==> src/rtl/mult_share_arbiter_pkg.sv <==
// +----------------------------------------------------------------------+
// | mult_share_arbiter_pkg: shared constants for the multiplier arbiter  |
// | Rev 1.0                                                               |
// +----------------------------------------------------------------------+
`default_nettype none
`timescale 1ns/1ps

package mult_share_arbiter_pkg;

  localparam int W_DEF = 16;

  localparam logic [0:0] ST_IDLE = 1'b0;
  localparam logic [0:0] ST_WAIT = 1'b1;

  // Minimum-1 index width so a single-entry range still yields a legal vector.
  function automatic int idx_w(input int n);
    return (n > 1) ? $clog2(n) : 1;
  endfunction

endpackage

`default_nettype wire

==> src/rtl/mult_share_arbiter_rr_pick.sv <==
// +----------------------------------------------------------------------+
// | mult_share_arbiter_rr_pick: rotate-priority pick after last grant    |
// | Rev 1.0                                                               |
// +----------------------------------------------------------------------+
`default_nettype none
`timescale 1ns/1ps

module mult_share_arbiter_rr_pick #(
  parameter int NREQ = 3,
  parameter int IW   = 2
) (
  input  logic [NREQ-1:0] pend_i,
  input  logic [IW-1:0]   last_i,
  output logic [IW-1:0]   g_o,
  output logic            any_o
);

  // Scan from the farthest offset down so the nearest one after last wins.
  always_comb begin
    int idx;
    idx   = 0;
    g_o   = '0;
    any_o = 1'b0;
    for (int k = NREQ; k >= 1; k--) begin
      idx = int'(last_i) + k;
      if (idx >= NREQ) idx = idx - NREQ;
      if (pend_i[idx]) begin
        g_o   = IW'(idx);
        any_o = 1'b1;
      end
    end
  end

endmodule

`default_nettype wire

==> src/rtl/mult_share_arbiter.sv <==
// +----------------------------------------------------------------------+
// | mult_share_arbiter: round-robin sharing of one iterative multiplier  |
// | Rev 1.0                                                               |
// +----------------------------------------------------------------------+
`default_nettype none
`timescale 1ns/1ps

module mult_share_arbiter
  import mult_share_arbiter_pkg::*;
#(
  parameter int NREQ    = 3,
  parameter int W       = W_DEF,
  parameter int TIMEOUT = 1024
) (
  input  logic              clk,
  input  logic              rst,
  input  logic [NREQ-1:0]   req_start,
  input  logic [NREQ*W-1:0] req_a,
  input  logic [NREQ*W-1:0] req_b,
  output logic [NREQ-1:0]   req_busy,
  output logic [NREQ-1:0]   req_ready,
  output logic [W-1:0]      resp_y,
  output logic              resp_err,
  output logic              unit_start,
  output logic [W-1:0]      unit_a,
  output logic [W-1:0]      unit_b,
  input  logic              unit_ready,
  input  logic [W-1:0]      unit_y,
  output logic              err_overrun,
  output logic              err_timeout
);

  localparam int            IW          = idx_w(NREQ);
  localparam int            CW          = idx_w(TIMEOUT);
  localparam logic [CW-1:0] c_cnt_last  = CW'(TIMEOUT - 1);

  logic [0:0]             state_q, state_d;
  logic [NREQ-1:0]        pend_q, pend_d;
  logic [IW-1:0]          gnt_q, gnt_d;
  logic [IW-1:0]          last_q, last_d;
  logic [CW-1:0]          cnt_q, cnt_d;
  logic [NREQ-1:0][W-1:0] w_opa, w_opb;
  logic [IW-1:0]          w_pick;
  logic                   w_any, w_grant, w_done_ok, w_done_to, w_overrun;
  logic [NREQ-1:0]        w_accept;

  mult_share_arbiter_rr_pick #(.NREQ(NREQ), .IW(IW)) u_pick (
    .pend_i (pend_q),
    .last_i (last_q),
    .g_o    (w_pick),
    .any_o  (w_any)
  );

  always_comb begin
    req_busy = pend_q;
    if (state_q == ST_WAIT) req_busy[gnt_q] = 1'b1;
  end

  assign w_accept  = req_start & ~req_busy;
  assign w_overrun = |(req_start & req_busy);
  assign w_grant   = (state_q == ST_IDLE) && w_any;
  assign w_done_ok = (state_q == ST_WAIT) && unit_ready;
  assign w_done_to = (state_q == ST_WAIT) && !unit_ready && (cnt_q == c_cnt_last);

  generate
    for (genvar i = 0; i < NREQ; i++) begin : g_req
      logic [W-1:0] a_q, b_q;
      always_ff @(posedge clk or negedge rst) begin
        if (!rst) begin
          a_q <= '0;
          b_q <= '0;
        end else if (w_accept[i]) begin
          a_q <= req_a[i*W +: W];
          b_q <= req_b[i*W +: W];
        end
      end
      assign w_opa[i] = a_q;
      assign w_opb[i] = b_q;
    end
  endgenerate

  // A picked index is never also being captured: its pend bit holds busy high.
  always_comb begin
    state_d = state_q;
    pend_d  = pend_q | w_accept;
    gnt_d   = gnt_q;
    last_d  = last_q;
    cnt_d   = cnt_q;
    if (w_grant) begin
      pend_d[w_pick] = 1'b0;
      gnt_d          = w_pick;
      cnt_d          = '0;
      state_d        = ST_WAIT;
    end else if (state_q == ST_WAIT) begin
      cnt_d = cnt_q + CW'(1);
      if (w_done_ok || w_done_to) begin
        last_d  = gnt_q;
        state_d = ST_IDLE;
      end
    end
  end

  always_ff @(posedge clk or negedge rst) begin
    if (!rst) begin
      state_q     <= ST_IDLE;
      pend_q      <= '0;
      gnt_q       <= '0;
      last_q      <= IW'(NREQ - 1);
      cnt_q       <= '0;
      unit_start  <= 1'b0;
      unit_a      <= '0;
      unit_b      <= '0;
      req_ready   <= '0;
      resp_y      <= '0;
      resp_err    <= 1'b0;
      err_overrun <= 1'b0;
      err_timeout <= 1'b0;
    end else begin
      state_q    <= state_d;
      pend_q     <= pend_d;
      gnt_q      <= gnt_d;
      last_q     <= last_d;
      cnt_q      <= cnt_d;
      unit_start <= w_grant;
      if (w_grant) begin
        unit_a <= w_opa[w_pick];
        unit_b <= w_opb[w_pick];
      end
      req_ready <= '0;
      if (w_done_ok) begin
        resp_y           <= unit_y;
        resp_err         <= 1'b0;
        req_ready[gnt_q] <= 1'b1;
      end else if (w_done_to) begin
        resp_y           <= '0;
        resp_err         <= 1'b1;
        req_ready[gnt_q] <= 1'b1;
        err_timeout      <= 1'b1;
      end
      if (w_overrun) err_overrun <= 1'b1;
    end
  end

endmodule

`default_nettype wire

==> config.mk <==
export PLATFORM = sky130hd
export DESIGN_NAME = mult_share_arbiter
export DESIGN_NICKNAME = d
export VERILOG_FILES = /design/src/rtl/mult_share_arbiter_pkg.sv /design/src/rtl/mult_share_arbiter_rr_pick.sv /design/src/rtl/mult_share_arbiter.sv
export SDC_FILE = /design/constraint.sdc
export NUM_CORES = 1
export LEC_CHECK = 0
export ABC_CLOCK_PERIOD_IN_PS = 4300
export BUFFER_PORTS_ARGS = -buffer_cell sky130_fd_sc_hd__buf_2
export CORE_ASPECT_RATIO = 1.1
export CORE_MARGIN = 2
export CORE_UTILIZATION = 58
export DETAILED_ROUTE_END_ITERATION = 16
export GPL_ROUTABILITY_DRIVEN = 0
export PLACE_DENSITY = 0.94
export SYNTH_ARGS = -nofsm -noshare
export SYNTH_HDL_FRONTEND = slang
export SYNTH_SLANG_ARGS = --single-unit
==> constraint.sdc <==
create_clock -name clk -period 4.3 [get_ports clk]
set_clock_uncertainty 0.1 [all_clocks]
set_input_delay 0 -clock clk [delete_from_list [all_inputs] [get_ports clk]]
set_output_delay 0 -clock clk [all_outputs]
set_load 0.005 [all_outputs]
==> reports/metrics.yaml <==
status:
  outcome: "completed"
clock_tree:
  cts_hold_buf: 116
  post_cts_buffers: 0
  cts_sinks: 169
  clkTransAtPathRegs_ns: 0.07
  cts-buffers-inserted: 17
  insertion_delay_ns: 0.43
  cts_tree: "yes"
  clockBufferDepth: 2
  cts_max_level: 4
  cts_resized: 0
  cts_root_buf: "clkbuf_16"
sta:
  fin_crit_ns: 3.07
  fin_crit_sh_pct: 71.4
  slew_violations: 0
  clock.fmax_ghz: 0.326
  tightest_slew_ns: 1.18
  finalHoldViolCount: 0
  finalSetupTns_ns: 0
  setup_viol: 0
  maxSlewHeadroom_pct: 21.3
  rsz0062_at_grt: "false"
cells_and_area:
  stdcell_area_sq_um: 10000
  fin_nets: 1013
  diodes: 0
  synthToLayoutAreaGrowth_pct: 35.8
  final_layout_size_suffix_gt1_share_pct: 35.7
  fin_cells: 1060
setup_path:
  arrival_ns: 3.28
  path_buf_inv: 1
  cp-end-kind: "flip-flop"
  required_ns: 4.51
  crit_path_cell_trace: "inv_1 -> ha_1 -> mux2_2 -> and2_1 -> o21ai_0 -> a21o_1 -> a31oi_1"
  cpMaxStageDelayCell: "and2_1"
  start_kind: "flip-flop"
  crit_fanout: 32
  crit_family: "simple AND/OR/NAND/NOR gates"
  max_stage_delay_ns: 0.91
  path_class: "reg2reg"
floorplanning:
  initial_core_util_pct: 58.9
  die_h_um: 122
  core-area_sq_um: 12500
  fp.dieArea_sq_um: 13600
  top_level_ports: 176
  std_cell_rows: 43
  die_w_um: 112
synthesis:
  synth_common_cells: "dfrtp_1 (168), mux2_2 (98), nand3_1 (71)"
  syn_area_sq_um: 7380
  yosysWarnings: 0
  yosys-top-cells-area: "dfrtp_1 (57%), mux2_2 (15%), nand3_1 (4.8%), a21o_1 (3.4%), a22o_1 (2.7%)"
  syn-instance-count: 614
  yosysTopAreaCellShare_pct: 57.0
  synth_top_area_cell: "dfrtp_1"
  ys_types: 44
  synth_seq_area_share_pct: 57.3
  synth_edf_count: 0
  synth-main-ff-cell: "dfrtp_1"
  ys_ff_latch: 169
  yosysMostFrequentCell: "dfrtp_1"
  synth_nets: 736
  avgSynthCellArea_sq_um: 12.0
  async_flop_share_pct: 100
placement:
  dpl.hpwl_um: 12000
  dp_cells: 913
  port_buffers: 175
  post_dp_cell_area_sq_um: 8350
power:
  netSwitchingFraction_pct: 40.8
  p_switching_mw: 3.28
  ir_drop_mv: 0.586
  power.share.clock_pct: 17.1
  p_int_mw: 4.76
  p_per_area_nw_per_um2: 802
  p_leak_nw: 4.60
  seq_power_share_pct: 36.1
  pwr-share-comb_pct: 46.8
flow_run:
  cap_violations: 0
global_routing:
  overflow: 0
  grt_pass1_wl_um: 35800
  grt.total_usage_pct: 34.4
  grt_pass1_vias: 6747
  grt_max_degree: 94
  antenna_found_initial: 0
route:
  first_pass_iters: 5
  vias: 6454
  route.final.wire_length_um: 23000
  drt_iter0_drc: 688
  vias_per_cell: 6.09
  avgRoutedWirePerCell_um: 21.7
  drc_errors: 0
  ant_nets: 0
hold_path:
  holdCritPathClass: "in2async"
## worst reg2reg max path, stage by stage (launching register included)
cell	delay [ns]
dfstp_2	0.54
inv_1	0.06
ha_1	0.26
mux2_2	0.27
and2_1	0.91
o21ai_0	0.25
a21o_1	0.23
a31oi_1	0.33
## metrics by stage
| step | utilization, % | power, mW | hold WS, ns | worst slack, ns |
|---|---|---|---|---|
| floorplan | - | 5.31 | -0.396 | 2.04 |
| detailed placement | 66.6 | 6.34 | 0.0275 | 1.50 |
| CTS | 79.9 | 7.80 | 0.110 | 1.46 |
| global placement | 66.6 | 6.15 | 0.0304 | 1.57 |
| global route | 79.9 | 8.49 | 0.132 | 1.15 |
| finish | 79.9 | 8.04 | 0.120 | 1.23 |
## routing by layer
layer  vias up  GRT usage [%]  wire [um]
li1       2775              -          -
met5         -              0          0
met3        99           7.16       1460
met1      3170           38.9       8310
met2       410           60.4      12000
met4         0           21.7       1270
## power by group through the flow
stage | clock (mW) | combinational [mW] | sequential, mW
after floorplan | 0 | 2.59 | 2.72
after global placement | 0 | 3.34 | 2.81
after CTS | 1.36 | 3.60 | 2.84
final | 1.37 | 3.76 | 2.90
after global routing | 1.46 | 4.07 | 2.96
after detailed placement | 0 | 3.49 | 2.85
## layout by cell type (no fill, tap or decap), drive strengths merged, types with 2 or more instances in the layout
cell type	instances
nor2b	3
buf	187
a21o	33
clkinvlp	2
clkbuf	19
nand2b	3
nand2	9
and3	5
mux2	99
and2	2
dfrtp	168
a31oi	32
xor2	3
a22o	23
inv	8
a221oi	2
a21oi	4
o21ai	35
dlygate4sd3	116
nor2	40
clkinv	9
ha	4
o211ai	2
nand3	71
xnor2	5
a22oi	3
## logic make-up (layout without fill, tap and decap cells)
family | count (synthesis) | count (layout) | share of synthesized area, %
simple gates | 138 | 138 | 8.90
buf+inv | 52 | 341 | 3.34
xor+xnor | 8 | 8 | 0.950
compound gates | 143 | 143 | 13.5
flops | 169 | 169 | 57.3
mux | 100 | 100 | 15.2
fa+ha+maj | 4 | 4 | 0.678
## path summary, 6_finish.rpt
kind / startpoint / end / slack [ns] / cells after the start
max: last_q[1] / unit_b[8] / 1.23 / 7
min: rst / unit_b[7] / 0.12 / 2
max reg2reg: last_q[1] / unit_b[8] / 1.23 / 7
min reg2reg: resp_y[0] / resp_y[0] / 0.40 / 1
max in group asynchronous: rst / last_q[1] / 2.90 / 3
min in group clk: req_start[0] / pend_q[0] / 0.14 / 5
## layout make-up
class                   instances  area, sq um
fillers                       674         2510
well taps                     157          196
clock inverters                12         80.1
inverters                       7         26.3
multi-input cells             393         2920
clock buffers                  19          433
repair buffers                303         2130
flip-flops and latches        169         4230
## sequential cells by signal, summed over array words and instances, names as in the netlist, 2 cells and up
| register | flops |
|---|---|
| unit_b | 16 |
| gnt_q | 2 |
| unit_a | 16 |
| g_req.a_q | 48 |
| cnt_q | 10 |
| resp_y | 16 |
| last_q | 2 |
| g_req.b_q | 48 |
| pend_q | 3 |
| req_ready | 3 |
Power figures use the tool's default switching activity.
